### src/rtl/phy_loopback_sequencer.sv
// RMII loopback self-test master for the PHY register block.
// Loads an LFSR TX package, triggers TX and polls for rx_good.
module phy_loopback_sequencer #(
    parameter int SETTLE_CYC  = 8,
    parameter int POLL_GAP    = 4,
    parameter int TIMEOUT_CYC = 4096
) (
    input  logic        OPB_CLK,
    input  logic        OPB_RST,
    input  logic        START,
    input  logic        STOP,
    input  logic [15:0] NUM_ITER,
    input  logic [31:0] SEED,
    output logic [31:0] M_ADDR,
    output logic [31:0] M_DI,
    output logic        M_WE,
    output logic        M_RE,
    input  logic [31:0] M_DO,
    output logic        BUSY,
    output logic        DONE,
    output logic [15:0] PASS_CNT,
    output logic [15:0] FAIL_CNT,
    output logic [7:0]  LAST_BITCNT,
    output logic        ERR_TIMEOUT
);

    typedef enum logic [3:0] {
        S_IDLE, S_WR_TX, S_WR_CTRL, S_WAIT, S_POLL_RD,
        S_POLL_CHK, S_GAP, S_NEXT, S_CLR_CTRL, S_FIN
    } state_t;

    function automatic logic [31:0] lfsr_step(input logic [31:0] s);
        return (s >> 1) ^ (s[0] ? 32'h8020_0003 : 32'h0);
    endfunction

    state_t      state_q, state_d;
    logic [31:0] lfsr_q, lfsr_d;
    logic [1:0]  idx_q, idx_d;
    logic [31:0] cnt_q, cnt_d;
    logic [31:0] tmo_q, tmo_d;
    logic [15:0] num_q, num_d;
    logic [15:0] pass_q, pass_d;
    logic [15:0] fail_q, fail_d;
    logic [7:0]  bitcnt_q, bitcnt_d;
    logic        err_q, err_d;
    logic        res_q, res_d;
    logic        we_q, we_d;
    logic        re_q, re_d;
    logic [31:0] addr_q, addr_d;
    logic [31:0] di_q, di_d;
    logic        busy_q, busy_d;
    logic        done_q, done_d;
    logic [16:0] total;
    logic [31:0] seed_v;
    logic        unused_do;

    assign unused_do = ^{M_DO[31:10], M_DO[0]};

    always_comb begin
        state_d  = state_q;
        lfsr_d   = lfsr_q;
        idx_d    = idx_q;
        cnt_d    = cnt_q;
        tmo_d    = (tmo_q != '1) ? tmo_q + 32'd1 : tmo_q;
        num_d    = num_q;
        pass_d   = pass_q;
        fail_d   = fail_q;
        bitcnt_d = bitcnt_q;
        err_d    = err_q;
        res_d    = res_q;
        total    = '0;
        seed_v   = (SEED == 32'h0) ? 32'h1 : SEED;

        unique case (state_q)
            S_IDLE: begin
                if (START) begin
                    lfsr_d  = lfsr_step(seed_v);
                    idx_d   = 2'd0;
                    num_d   = NUM_ITER;
                    pass_d  = '0;
                    fail_d  = '0;
                    err_d   = 1'b0;
                    state_d = S_WR_TX;
                end
            end
            S_WR_TX: begin
                if (idx_q == 2'd3) begin
                    state_d = S_WR_CTRL;
                end else begin
                    idx_d  = idx_q + 2'd1;
                    lfsr_d = lfsr_step(lfsr_q);
                end
            end
            S_WR_CTRL: begin
                tmo_d   = 32'd1;
                cnt_d   = '0;
                state_d = S_WAIT;
            end
            S_WAIT: begin
                if (cnt_q == 32'(SETTLE_CYC - 1)) state_d = S_POLL_RD;
                else cnt_d = cnt_q + 32'd1;
            end
            S_POLL_RD: state_d = S_POLL_CHK;
            S_POLL_CHK: begin
                bitcnt_d = M_DO[9:2];
                cnt_d    = '0;
                if (M_DO[1]) begin
                    res_d   = 1'b1;
                    state_d = S_NEXT;
                end else if (tmo_q >= 32'(TIMEOUT_CYC)) begin
                    res_d   = 1'b0;
                    err_d   = 1'b1;
                    state_d = S_NEXT;
                end else begin
                    state_d = S_GAP;
                end
            end
            S_GAP: begin
                if (cnt_q == 32'(POLL_GAP - 1)) state_d = S_POLL_RD;
                else cnt_d = cnt_q + 32'd1;
            end
            S_NEXT: begin
                if (res_q && pass_q != 16'hFFFF) pass_d = pass_q + 16'd1;
                if (!res_q && fail_q != 16'hFFFF) fail_d = fail_q + 16'd1;
                total = {1'b0, pass_d} + {1'b0, fail_d};
                if (num_q != 16'd0 && total == {1'b0, num_q}) begin
                    state_d = S_CLR_CTRL;
                end else begin
                    idx_d   = 2'd0;
                    lfsr_d  = lfsr_step(lfsr_q);
                    state_d = S_WR_TX;
                end
            end
            S_CLR_CTRL: state_d = S_FIN;
            S_FIN:      state_d = S_IDLE;
            default:    state_d = S_IDLE;
        endcase

        // Abort: the in-flight iteration leaves no trace in the counters.
        if (STOP && state_q != S_IDLE && state_q != S_CLR_CTRL &&
            state_q != S_FIN) begin
            state_d  = S_CLR_CTRL;
            lfsr_d   = lfsr_q;
            idx_d    = idx_q;
            pass_d   = pass_q;
            fail_d   = fail_q;
            err_d    = err_q;
            bitcnt_d = bitcnt_q;
        end

        we_d   = 1'b0;
        re_d   = 1'b0;
        addr_d = '0;
        di_d   = '0;
        case (state_d)
            S_WR_TX: begin
                we_d   = 1'b1;
                addr_d = {27'd0, 1'b1, 2'b00, idx_d};
                di_d   = lfsr_d;
            end
            S_WR_CTRL: begin
                we_d   = 1'b1;
                addr_d = 32'h1;
                di_d   = 32'h1;
            end
            S_POLL_RD: begin
                re_d   = 1'b1;
                addr_d = 32'h2;
            end
            S_CLR_CTRL: begin
                we_d   = 1'b1;
                addr_d = 32'h1;
            end
            default: ;
        endcase
        busy_d = (state_d != S_IDLE);
        done_d = (state_d == S_FIN);
    end

    always_ff @(posedge OPB_CLK or posedge OPB_RST) begin
        if (OPB_RST) begin
            state_q  <= S_IDLE;
            lfsr_q   <= 32'h1;
            idx_q    <= '0;
            cnt_q    <= '0;
            tmo_q    <= '0;
            num_q    <= '0;
            pass_q   <= '0;
            fail_q   <= '0;
            bitcnt_q <= '0;
            err_q    <= 1'b0;
            res_q    <= 1'b0;
            we_q     <= 1'b0;
            re_q     <= 1'b0;
            addr_q   <= '0;
            di_q     <= '0;
            busy_q   <= 1'b0;
            done_q   <= 1'b0;
        end else begin
            state_q  <= state_d;
            lfsr_q   <= lfsr_d;
            idx_q    <= idx_d;
            cnt_q    <= cnt_d;
            tmo_q    <= tmo_d;
            num_q    <= num_d;
            pass_q   <= pass_d;
            fail_q   <= fail_d;
            bitcnt_q <= bitcnt_d;
            err_q    <= err_d;
            res_q    <= res_d;
            we_q     <= we_d;
            re_q     <= re_d;
            addr_q   <= addr_d;
            di_q     <= di_d;
            busy_q   <= busy_d;
            done_q   <= done_d;
        end
    end

    assign M_ADDR      = addr_q;
    assign M_DI        = di_q;
    assign M_WE        = we_q;
    assign M_RE        = re_q;
    assign BUSY        = busy_q;
    assign DONE        = done_q;
    assign PASS_CNT    = pass_q;
    assign FAIL_CNT    = fail_q;
    assign LAST_BITCNT = bitcnt_q;
    assign ERR_TIMEOUT = err_q;

endmodule
### config.mk
export PLATFORM = sky130hd
export DESIGN_NAME = phy_loopback_sequencer
export DESIGN_NICKNAME = d
export VERILOG_FILES = /design/src/rtl/phy_loopback_sequencer.sv
export SDC_FILE = /design/constraint.sdc
export NUM_CORES = 1
export LEC_CHECK = 0
export ABC_AREA = 1
export CAP_MARGIN = 20
export CORE_MARGIN = 2
export CORE_UTILIZATION = 30
export DETAILED_ROUTE_END_ITERATION = 8
export HOLD_SLACK_MARGIN = 0.08
export SYNTH_ARGS = -nofsm -noshare
export SYNTH_HDL_FRONTEND = slang
export SYNTH_SLANG_ARGS = --single-unit
### constraint.sdc
create_clock -name OPB_CLK -period 9.6 [get_ports OPB_CLK]
set_input_delay 1.44 -clock OPB_CLK [delete_from_list [all_inputs] [get_ports OPB_CLK]]
set_output_delay 1.44 -clock OPB_CLK [all_outputs]
set_load 0.05 [all_outputs]
After elaboration in Yosys (flattened, before gate mapping):

Cells that the tools add are included.
Widths: inputs -> output; s select.

* bitwise logic cells: 3
* equal/unequal tests: 27
* order comparisons: 1
* shift-type cells: 0
* multiplexer cells: 44
* $add $sub $neg: 6
* reductions and logical operators: 26
* divide/modulo/power cells: 0
* multiply operators: 0

Operators by type and width (number)
* $mux 32: 11
* $pmux 32 s3: 2
* $mux 16: 5
* $add 32x1->32 const B: 2
* $pmux 16 s2: 2
* $pmux 32 s2: 1
* $xor 31x32->32: 2
* $pmux 4 s9: 1
* $add 16x1->16 const B: 2
* $eq 32x2->1 const B: 1
* $eq 32x3->1 const B: 1
* $ge 32x13->1 const B: 1
* $logic_not 32->1: 1
* $ne 16x16->1 const B: 2
* $ne 32x32->1 const B: 1
* $mux 4: 6
* $eq 4x3->1 const B: 5
* $add 16x16->17: 1
* $eq 17x16->1: 1
* $reduce_bool 16->1: 1
* $pmux 5 s3: 1
* $eq 4x2->1 const B: 3
* $eq 4x4->1 const B: 3
* $ne 2x2->1 const B: 5
* other kinds (20): 46

* RAM bits: 0
* bits in registers: 228
* input bits: 84
* memory bits (read-only): 0
* logic and storage cells: 124
* output and inout port bits: 109
* latch bits: 0
* memories kept: 0

Depth between registers and ports, before layout:

Gate-level depths: netlist of the first run.

* depth in word-level cells: 13
* depth in mapped cells: 35
* depth with buffers taken out: 34

Least setup slack after synthesis of the first run:

Ideal clock, no wire load.

* path type: register -> register
* start point: reg pass_q[0], in the netlist PASS_CNT[0]
* end point: reg di_q[31], in the netlist M_DI[31]
* path slack: 5353 ps
* buffers on the path: 2
* arrival: 4134 ps
* stages on the path, launching flop included: 34
* clock period less this slack: 4247 ps
* path through: dfrtp_1 ha_1 nand3_1 nor3_1 nand3_1 and2_1 clkbuf_1 nand3_1 nor2_1 nand2_1 nor3_1 nand2_1 xor2_1 inv_1 ha_1 nand2_1 nor2_1 and2_1 nand2_2 nand2_2 nand2_2 nand3_2 nand3_2 nor2_4 nand3_2 nand2_4 nand2_4 buf_6 nand2_2 nand2_1 nand2_1 nand2_2 nand2_1 inv_1

* elaborated cells between the ends (all ways): 17

RTL lines
* from (decl): RTL line 42 `logic [15:0] pass_q, pass_d;`
* from (signal assigned): RTL line 206 `pass_q <= pass_d;`
* branches (longest 2 deep; another with $add 16x1->16)
* $mux 16 *: RTL line 123 `if (res_q && pass_q != 16'hFFFF) pass_d = pass_q + 16'd1;`
* $mux 16 *: RTL line 74 `unique case (state_q)`
* $add 16x16->17 *: RTL line 125 `total = {1'b0, pass_d} + {1'b0, fail_d};`
* $eq 17x16->1 *: RTL line 126 `if (num_q != 16'd0 && total == {1'b0, num_q}) begin`
* $logic_and 1x1->1 *: RTL line 126
* $mux 32 *: RTL line 126
* $pmux 32 s3 *: RTL line 74
* $mux 32 *: RTL line 140 `if (STOP && state_q != S_IDLE && state_q != S_CLR_CTRL &&`
* net lfsr_d[31]: RTL line 37 `logic [31:0] lfsr_q, lfsr_d;`
* $pmux 32 s2 *: RTL line 155 `case (state_d)`
* net di_d[31]: RTL line 50 `logic [31:0] di_q, di_d;`
* to (signal assigned): RTL line 214 `di_q <= di_d;`
* to (decl): RTL line 50

Mark *: on every way through the listed nets, which the timed path passes. The select of a mux whose other input is x is not followed.
A chain may end at the register's enable or synchronous reset.

Final worst setup path of the first run:

* start point: reg pass_q[0], in the netlist PASS_CNT[0]
* end point: reg addr_q[1], in the netlist M_ADDR[1]

* cells in the longest elaborated chain, start to end: 13
* elaborated cells between the ends (all ways): 20

Ends and longest elaborated chain
* branches (longest 2 deep; another with $add 16x1->16)
* $mux 16 *: RTL line 123
* $mux 16 *: RTL line 74
* $add 16x16->17 *: RTL line 125
* $eq 17x16->1 *: RTL line 126
* $logic_and 1x1->1 *: RTL line 126
* $mux 4 *: RTL line 126
* $pmux 4 s9 *: RTL line 74
* $mux 4 *: RTL line 140
* net state_d[0]: RTL line 36 `state_t state_q, state_d;`
* $eq 4x2->1 or $eq 4x4->1 (tied branches): RTL line 155
* $reduce_or 2->1 (no line)
* $pmux 5 s3 *: RTL line 155
* net addr_d[1]: RTL line 49 `logic [31:0] addr_q, addr_d;`
* to (signal assigned): RTL line 213 `addr_q <= addr_d;`
* to (decl): RTL line 49

Marked as above.

==> impl_metrics.ini, run 1 <==
[worst_setup_path]
cp_top_family = simple AND/OR/NAND/NOR gates
crit_type = flip-flop to flip-flop
r2r_slack_ns = 4.31
critPathLaunch = PASS_CNT[0]
slowest_delay_ns = 0.58
critPathArrivalTime_ns = 5.60
worst-path-buf-inv = 1
endpoint_kind = flip-flop
required_ns = 9.91
path_max_fanout = 22
cp_slowest_cell = o21ai_0
r2r_start = PASS_CNT[0]
critPathCapture = M_ADDR[1]
cp.depth = 26
critPathLaunchType = flip-flop
worstRegToRegCells = 26
r2r_end = M_ADDR[1]

[cells_and_area]
nNetsFinal = 1836
final_area_sq_um = 14300
layoutNonFillerInstCount = 2269
drive_above_1_share_pct = 8.49
syn_to_final_growth_pct = 19.7
final_core_util_pct = 36.2

[status]
outcome = complete, no violations

[placement]
io_buffers = 140
placed_area_sq_um = 13800
finalWeightedCongestion = 0.863
preCtsSetupSlack_ns = 4.33
dp_cells = 2236
dp_hpwl_microns = 24100

[worst_hold_path]
worstHoldPathType = flip-flop to flip-flop
worstHoldPathCells = 1

[sta]
skew_ns = 0.0136
fin_setup_tns_ns = 0
min_period_ns = 5.29
setup_slack_ns = 4.31
hold_viol = 0
tightest_slew_ns = 0.972
fmaxAchievable_mhz = 189
finalMaxSlewViolations = 0
period_share_pct = 55.1
rsz0062_at_grt = no
relSlewSlack_pct = 35.2
setup_violations = 0
timing.hold.ws_ns = 0.492

[die]
die_h_microns = 204
fp.dieArea_sq_um = 41500
ios = 193
start_util_pct = 30.3
placeableCoreArea_sq_um = 39500
die_w_microns = 204
row_count = 73

[route]
drc = 0
vias_per_cell = 4.65
num_vias = 10561
highest_layer = met4
drt_iter0_markers = 613
drt_first_pass_iters = 5
wl_per_cell_microns = 14.4
routed_wirelength_microns = 32600
met3WireLength_microns = 1400
ant_nets = 0
met2_wirelength_microns = 15400
wl_met1_microns = 14900

[clock_tree]
cts_resized = 0
clkTransAtPathRegs_ns = 0.07
cts_setup_buffers = 0
cts_root_buf = clkbuf_16
numCtsBuffers = 17
clock_sinks = 199
cts_tree = done
clockBufferDepth = 2
postCtsHoldBufs = 0
clk_latency_ns = 0.47
h-tree-depth = 4

[synthesis]
yosys_warnings = 0
synth-compound-area-share_pct = 8.78
yosys_register_bits = 199
ys_types = 53
synth_xor_area_share_pct = 3.44
synth_cells = 1604
syn_avg_cell_area_sq_um = 7.47
synthAdderAreaFrac_pct = 2.36
synthMuxAreaShare_pct = 0.752
synth_top_family_by_area = simple AND/OR/NAND/NOR gates
synth-simple-area-share_pct = 31.3
syn_area_sq_um = 12000
yosysSeqAreaShare_pct = 41.6

[global_routing]
grt_usage_pct = 16.1
grt_pass1_wl_microns = 53000
antenna_found_initial = 1
grt_pass1_vias = 10305
overflow = 0
grt_max_degree = 126

[power_and_ir_drop]
p_leak_nw = 6.93
ir_worst_vdd_mv = 0.114
p_per_area_nw_per_um2 = 227
power_mw = 3.25

[job]
drv_cap = 0
==> where the power goes <==
part | leakage, nW | internal, mW | total [mW] | switching (mW)
clock network | 0.264 | 0.345 | 0.706 | 0.361
registers | 2.65 | 1.02 | 1.15 | 0.130
logic | 4.02 | 0.441 | 1.39 | 0.949
total | 6.93 | 1.81 | 3.25 | 1.44
==> synthesized netlist by cell type (all sizes together) <==
library cell	n	area, sq um
o221a	1	11.3
dfstp	1	26.3
clkinv	1	3.75
mux2	8	90.1
o211ai	2	15.0
nor4	19	131
nor2	156	628
a32o	1	10.0
ha	21	263
conb	1	3.75
a221oi	2	17.5
and2	2	12.5
dfrtp	198	4950
a31oi	4	25.0
inv	266	998
fa	1	20.0
o31ai	2	15.0
xnor2	11	96.3
o311ai	1	16.3
a211oi	3	22.5
and3	1	6.26
xor2	36	315
a21oi	69	364
buf	45	333
a22oi	12	90.1
clkbuf	20	75.1
nand3b	5	37.5
nand3	99	556
nand2	406	1620
a311oi	1	8.76
nand4	32	215
o21ai	60	300
o21a	4	30.0
nor3b	2	15.0
o22ai	20	125
or2	20	125
nor3	71	393
==> cell type report <==
class                      instances  area, sq um
clock inverter                    14          115
tap                              525          657
clock buffer                      18          439
timing repair buffer             144         1430
sequential                       199         4980
multi-input combinational       1101         5700
fill                            4086        25200
antenna                            1         2.50
inverter                         267         1010
==> state kept, by name, summed over array words and instances (netlist names), 8 cells and up <==
register and cells:
M_DI 32, cnt_q 32, lfsr_q 32, tmo_q 32
FAIL_CNT 16, PASS_CNT 16, num_q 16, LAST_BITCNT 8
==> worst register-to-register path: cells and delay by family, from the launching register on <==
family / cells / cell delay, ns
XOR/XNOR: 1 / 0.17
AO/OA/AOI/OAI: 3 / 0.93
buffers and inverters: 1 / 0.10
AND/OR/NAND/NOR: 19 / 2.88
adder cells (fa/ha/maj): 2 / 0.63
flip-flops: 1 / 0.44
==> worst min path at each step <==
stage	endpoint	slack (ns)	start
2_1_floorplan	tmo_q[13]	0.46	tmo_q[13]
3_3_place_gp	tmo_q[13]	0.49	tmo_q[13]
3_5_place_dp	tmo_q[13]	0.48	tmo_q[13]
4_1_cts	tmo_q[13]	0.49	tmo_q[13]
5_1_grt	LAST_BITCNT[4]	0.52	LAST_BITCNT[4]
6_report	tmo_q[13]	0.49	tmo_q[13]
==> layer usage <==
| metal | GRT usage, % | up-vias |
|---|---|---|
| met4 | 5.79 | 0 |
| li1 | - | 5316 |
| met3 | 2.94 | 40 |
| met5 | 0 | - |
| met1 | 21.1 | 4979 |
| met2 | 26.4 | 226 |
==> placed cells by master, fill, tap and decap left out, types with 11 or more instances in the layout <==
cell type / netlist / final
xnor2_1: 11 / 11
xor2_1: 36 / 36
nand3_1: 87 / 87
nand3_2: 12 / 12
inv_2: 11 / 11
dfrtp_1: 198 / 198
nor4_1: 17 / 17
inv_1: 255 / 254
clkbuf_16: 0 / 17
clkdlybuf4s50_1: 0 / 140
ha_1: 21 / 21
nor3_1: 66 / 66
conb_1: 1 / 29
a22oi_1: 12 / 12
nor2_1: 147 / 146
o22ai_1: 20 / 20
nand2_2: 34 / 34
nand4_1: 31 / 31
or2_2: 20 / 20
o21ai_0: 57 / 57
a21oi_1: 66 / 66
nand2_1: 370 / 370
==> logic make-up (layout without fill, tap and decap cells) <==
kind of cell,after synthesis,count (layout)
AND/OR/NAND/NOR,813,813
AO/OA/AOI/OAI,182,182
XOR/XNOR,47,47
flip-flops,199,199
multiplexers,8,8
adder cells (fa/ha/maj),22,22
buffers and inverters,332,443
other,1,30
Note: power is estimated with default switching activity, not from simulation.
==> inputs of run 2 (changes only) <==
clock period = 5.55 ns   (was 9.6 ns; I/O delays follow)
==> impl_metrics.ini, run 2 (synthesis results as in run 1) <==
[route]
drt_iter0_markers = 856
drc = 0
routed_wirelength_microns = 32700
ant_nets = 0
wl_per_cell_microns = 14.4
vias_per_cell = 4.69
num_vias = 10641
drt_first_pass_iters = 7

[worst_setup_path]
critPathArrivalTime_ns = 5.32
critPathLaunchType = flip-flop
worst-path-buf-inv = 2
cp_top_family = simple AND/OR/NAND/NOR gates
required_ns = 5.92
crit_type = flip-flop to flip-flop
path_max_fanout = 11
cp_slowest_cell = dfrtp_1
slowest_delay_ns = 0.44
timing.critical_path.mode_cell = nand2_1
endpoint_kind = flip-flop

[placement]
finalWeightedCongestion = 0.870
io_buffers = 140
dp_hpwl_microns = 24100

[power_and_ir_drop]
seqPwrFrac_pct = 34.9
netSwitchingFraction_pct = 43.7
p_comb_share_pct = 42.6
p_per_area_nw_per_um2 = 395
p_leak_nw = 6.97
p_int_mw = 3.20
power_mw = 5.68
ir_worst_vdd_mv = 0.207
switching_power_mw = 2.49
clkPwrFrac_pct = 22.5

[cells_and_area]
n_fill_cell = 4124
final_core_util_pct = 36.4
final_cell_mix = nand2_1, inv_1, dfrtp_1
final_common_cell = nand2_1
syn_to_final_growth_pct = 20.2
regArea_sq_um = 4980
multi_input_area_sq_um = 5700
drive_above_1_share_pct = 8.54
nNetsFinal = 1838

[clock_tree]
numCtsBuffers = 17
clock_sinks = 199
clockBufferDepth = 2
clk_latency_ns = 0.46
cts_resized = 0
cts_root_buf = clkbuf_16
postCtsHoldBufs = 0
h-tree-depth = 4
clkTransAtPathRegs_ns = 0.08
cts_tree = done
cts_setup_buffers = 0

[die]
placeableCoreArea_sq_um = 39500
fp.dieArea_sq_um = 41500
die_w_microns = 204
ios = 193
row_count = 73
die_h_microns = 204
start_util_pct = 30.3

[global_routing]
grt_max_degree = 155
grt_pass1_vias = 10151
antenna_found_initial = 1
overflow = 0
grt_pass1_wl_microns = 52900
grt_usage_pct = 15.9

[worst_hold_path]
worstHoldPathType = flip-flop to flip-flop

[sta]
period_share_pct = 89.1
skew_ns = 0.0146
finalMaxSlewViolations = 0
fin_setup_tns_ns = 0
min_period_ns = 4.94
relSlewSlack_pct = 32.3
setup_violations = 0
rsz0062_at_grt = no
tightest_slew_ns = 1.02
fmaxAchievable_mhz = 202
hold_viol = 0

[job]
drv_cap = 0

[status]
outcome = complete, no violations
[run 2: per-layer routing]
| metal | GRT usage [%] | wire (microns) | vias to the layer above |
|---|---|---|---|
| li1 | - | - | 5326 |
| met1 | 21.3 | 15100 | 5067 |
| met2 | 26.0 | 15400 | 214 |
| met3 | 3.02 | 1630 | 34 |
| met4 | 5.21 | 625 | 0 |
| met5 | 0 | 0 | - |
[run 2: path summary, 6_finish.rpt]
check                            endpoint  slack, ns   startpoint  cells past startpoint
max                              M_DI[12]       0.61  PASS_CNT[1]                     29
min                             tmo_q[13]       0.50    tmo_q[13]                      1
max reg2reg                      M_DI[12]       0.61  PASS_CNT[1]                     29
min reg2reg                     tmo_q[13]       0.50    tmo_q[13]                      1
max in group asynchronous      lfsr_q[11]       3.83      OPB_RST                      3
min in group asynchronous  LAST_BITCNT[5]       0.90      OPB_RST                      3
[run 2: final cells by class]
class                           count  area share (%)
Sequential cell                   199            34.6
Inverter                          267            6.99
Antenna cell                        1          0.0174
Clock inverter                     12           0.895
Timing Repair Buffer              146            10.1
Tap cell                          525            4.56
Clock buffer                       20            3.17
Multi-Input combinational cell   1101            39.6
[run 2: power by group through the flow]
stage	Sequential, mW	Clock [mW]	Combinational, mW
after floorplan	2.22	0	1.60
after global placement	2.01	0	2.39
after detailed placement	2.01	0	2.42
after CTS	1.99	1.32	2.43
after global routing	2.02	1.37	2.72
final	1.99	1.28	2.42
[run 2: per-stage QoR]
stage / setup slack, ns / cell area (sq um) / hold WS [ns] / instances
final: 0.607 / 14400 / 0.501 / 2271
after global routing: 0.0301 / 14400 / 0.521 / 2271
after CTS: 0.555 / 14400 / 0.497 / 2270
after detailed placement: 0.635 / 13800 / 0.486 / 2238
after global placement: 0.691 / 13800 / 0.477 / 2238
after floorplan: 1.30 / 12100 / 0.455 / 1632
==> inputs of run 3 (changes only) <==
REMOVE_ABC_BUFFERS = 1   (was not set)
==> impl_metrics.ini, run 3 (synthesis results as in run 1) <==
[status]
outcome = complete, no violations

[global_routing]
grt_usage_pct = 15.8
antenna_found_initial = 0
overflow = 0
grt_pass1_wl_microns = 52800
grt_pass1_vias = 10435
grt_max_degree = 122

[power_and_ir_drop]
netSwitchingFraction_pct = 43.9
clkPwrFrac_pct = 22.3
ir_worst_vdd_mv = 0.288
p_leak_nw = 6.97
seqPwrFrac_pct = 35.0
p_per_area_nw_per_um2 = 394
switching_power_mw = 2.49
p_int_mw = 3.18
p_comb_share_pct = 42.7

[clock_tree]
cts_setup_buffers = 0
cts_root_buf = clkbuf_16
cts_tree = done
postCtsHoldBufs = 0
numCtsBuffers = 17
clockBufferDepth = 2
clk_latency_ns = 0.46
clkTransAtPathRegs_ns = 0.08
clock_sinks = 199
cts_resized = 0
h-tree-depth = 4

[route]
wl_met1_microns = 14700
highest_layer = met4
met3WireLength_microns = 1840
drt_iter0_markers = 631
drt_first_pass_iters = 5
met2_wirelength_microns = 15200
ant_nets = 0
drc = 0
vias_per_cell = 4.70
routed_wirelength_microns = 32100
wl_per_cell_microns = 14.2
num_vias = 10669

[sta]
setup_slack_ns = 0.680
min_period_ns = 4.87
skew_ns = 0.0195
setup_violations = 0
relSlewSlack_pct = 35.4
rsz0062_at_grt = no
tightest_slew_ns = 0.966
fmaxAchievable_mhz = 205
period_share_pct = 87.7
hold_viol = 0
finalMaxSlewViolations = 0

[die]
row_count = 73
fp.dieArea_sq_um = 41500
ios = 193
die_h_microns = 204
die_w_microns = 204
placeableCoreArea_sq_um = 39500
start_util_pct = 30.3

[worst_setup_path]
endpoint_kind = flip-flop
critPathArrivalTime_ns = 5.26
slowest_delay_ns = 0.42
crit_type = flip-flop to flip-flop
cp_slowest_cell = dfrtp_1
required_ns = 5.94
path_max_fanout = 15
critPathLaunchType = flip-flop

[cells_and_area]
syn_to_final_growth_pct = 20.1
drive_above_1_share_pct = 8.54
n_fill_cell = 4104
nNetsFinal = 1839
num_antenna_cells = 0
final_cell_mix = nand2_1, inv_1, dfrtp_1
final_common_cell = nand2_1
layoutNonFillerInstCount = 2270

[placement]
dp_cells = 2239
io_buffers = 140
preCtsSetupSlack_ns = 0.675
finalWeightedCongestion = 0.887
dp_hpwl_microns = 23300

[job]
drv_cap = 0

[worst_hold_path]
worstHoldPathType = flip-flop to flip-flop
## run 3: final timing paths
kind                       cells after the start        endpoint  slack [ns]        start
max in group asynchronous                      3        idx_q[1]        3.72      OPB_RST
min reg2reg                                    1       tmo_q[13]        0.49    tmo_q[13]
min                                            1       tmo_q[13]        0.49    tmo_q[13]
max                                           28         M_DI[4]        0.68  PASS_CNT[1]
max reg2reg                                   28         M_DI[4]        0.68  PASS_CNT[1]
min in group asynchronous                      2  LAST_BITCNT[7]        0.89      OPB_RST
## run 3: worst max-delay path: cells and delay by family, from the launching register on
family          cells  cell delay (ns)
compound gates      2             0.38
xor+xnor            1             0.19
fa+ha+maj           2             0.60
buf+inv             3             0.57
flops               1             0.42
simple gates       20             2.64
## run 3: final cells by class
type / count / area (sq um) / area share [%]
Timing Repair Buffer: 147 / 1470 / 10.2
Clock inverter: 13 / 141 / 0.983
Clock buffer: 18 / 429 / 2.98
Tap cell: 525 / 657 / 4.57
Sequential cell: 199 / 4980 / 34.6
Multi-Input combinational cell: 1101 / 5700 / 39.6
Inverter: 267 / 1010 / 7.02
## run 3: power by group through the flow
stage | Combinational (mW) | Sequential, mW | Clock, mW
6_report | 2.42 | 1.98 | 1.26
5_1_grt | 2.72 | 2.02 | 1.34
4_1_cts | 2.45 | 1.98 | 1.30
3_5_place_dp | 2.44 | 2.00 | 0
3_3_place_gp | 2.41 | 2.00 | 0
2_1_floorplan | 1.46 | 2.23 | 0
## run 3: layer usage
| layer | vias up | track usage [%] |
|---|---|---|
| met2 | 257 | 26.3 |
| li1 | 5324 | - |
| met1 | 5059 | 20.8 |
| met5 | - | 0 |
| met4 | 0 | 4.56 |
| met3 | 29 | 3.31 |
## run 3: metrics by stage
step	total power [mW]	hold WS (ns)	util (%)	area, sq um	setup TNS (ns)
CTS	5.72	0.498	36.4	14400	0
global route	6.09	0.523	36.4	14400	0
floorplan	3.69	0.458	-	11700	-139.89
finish	5.66	0.492	36.4	14400	0
global placement	4.41	0.478	34.9	13800	0
detailed placement	4.44	0.487	34.9	13800	0
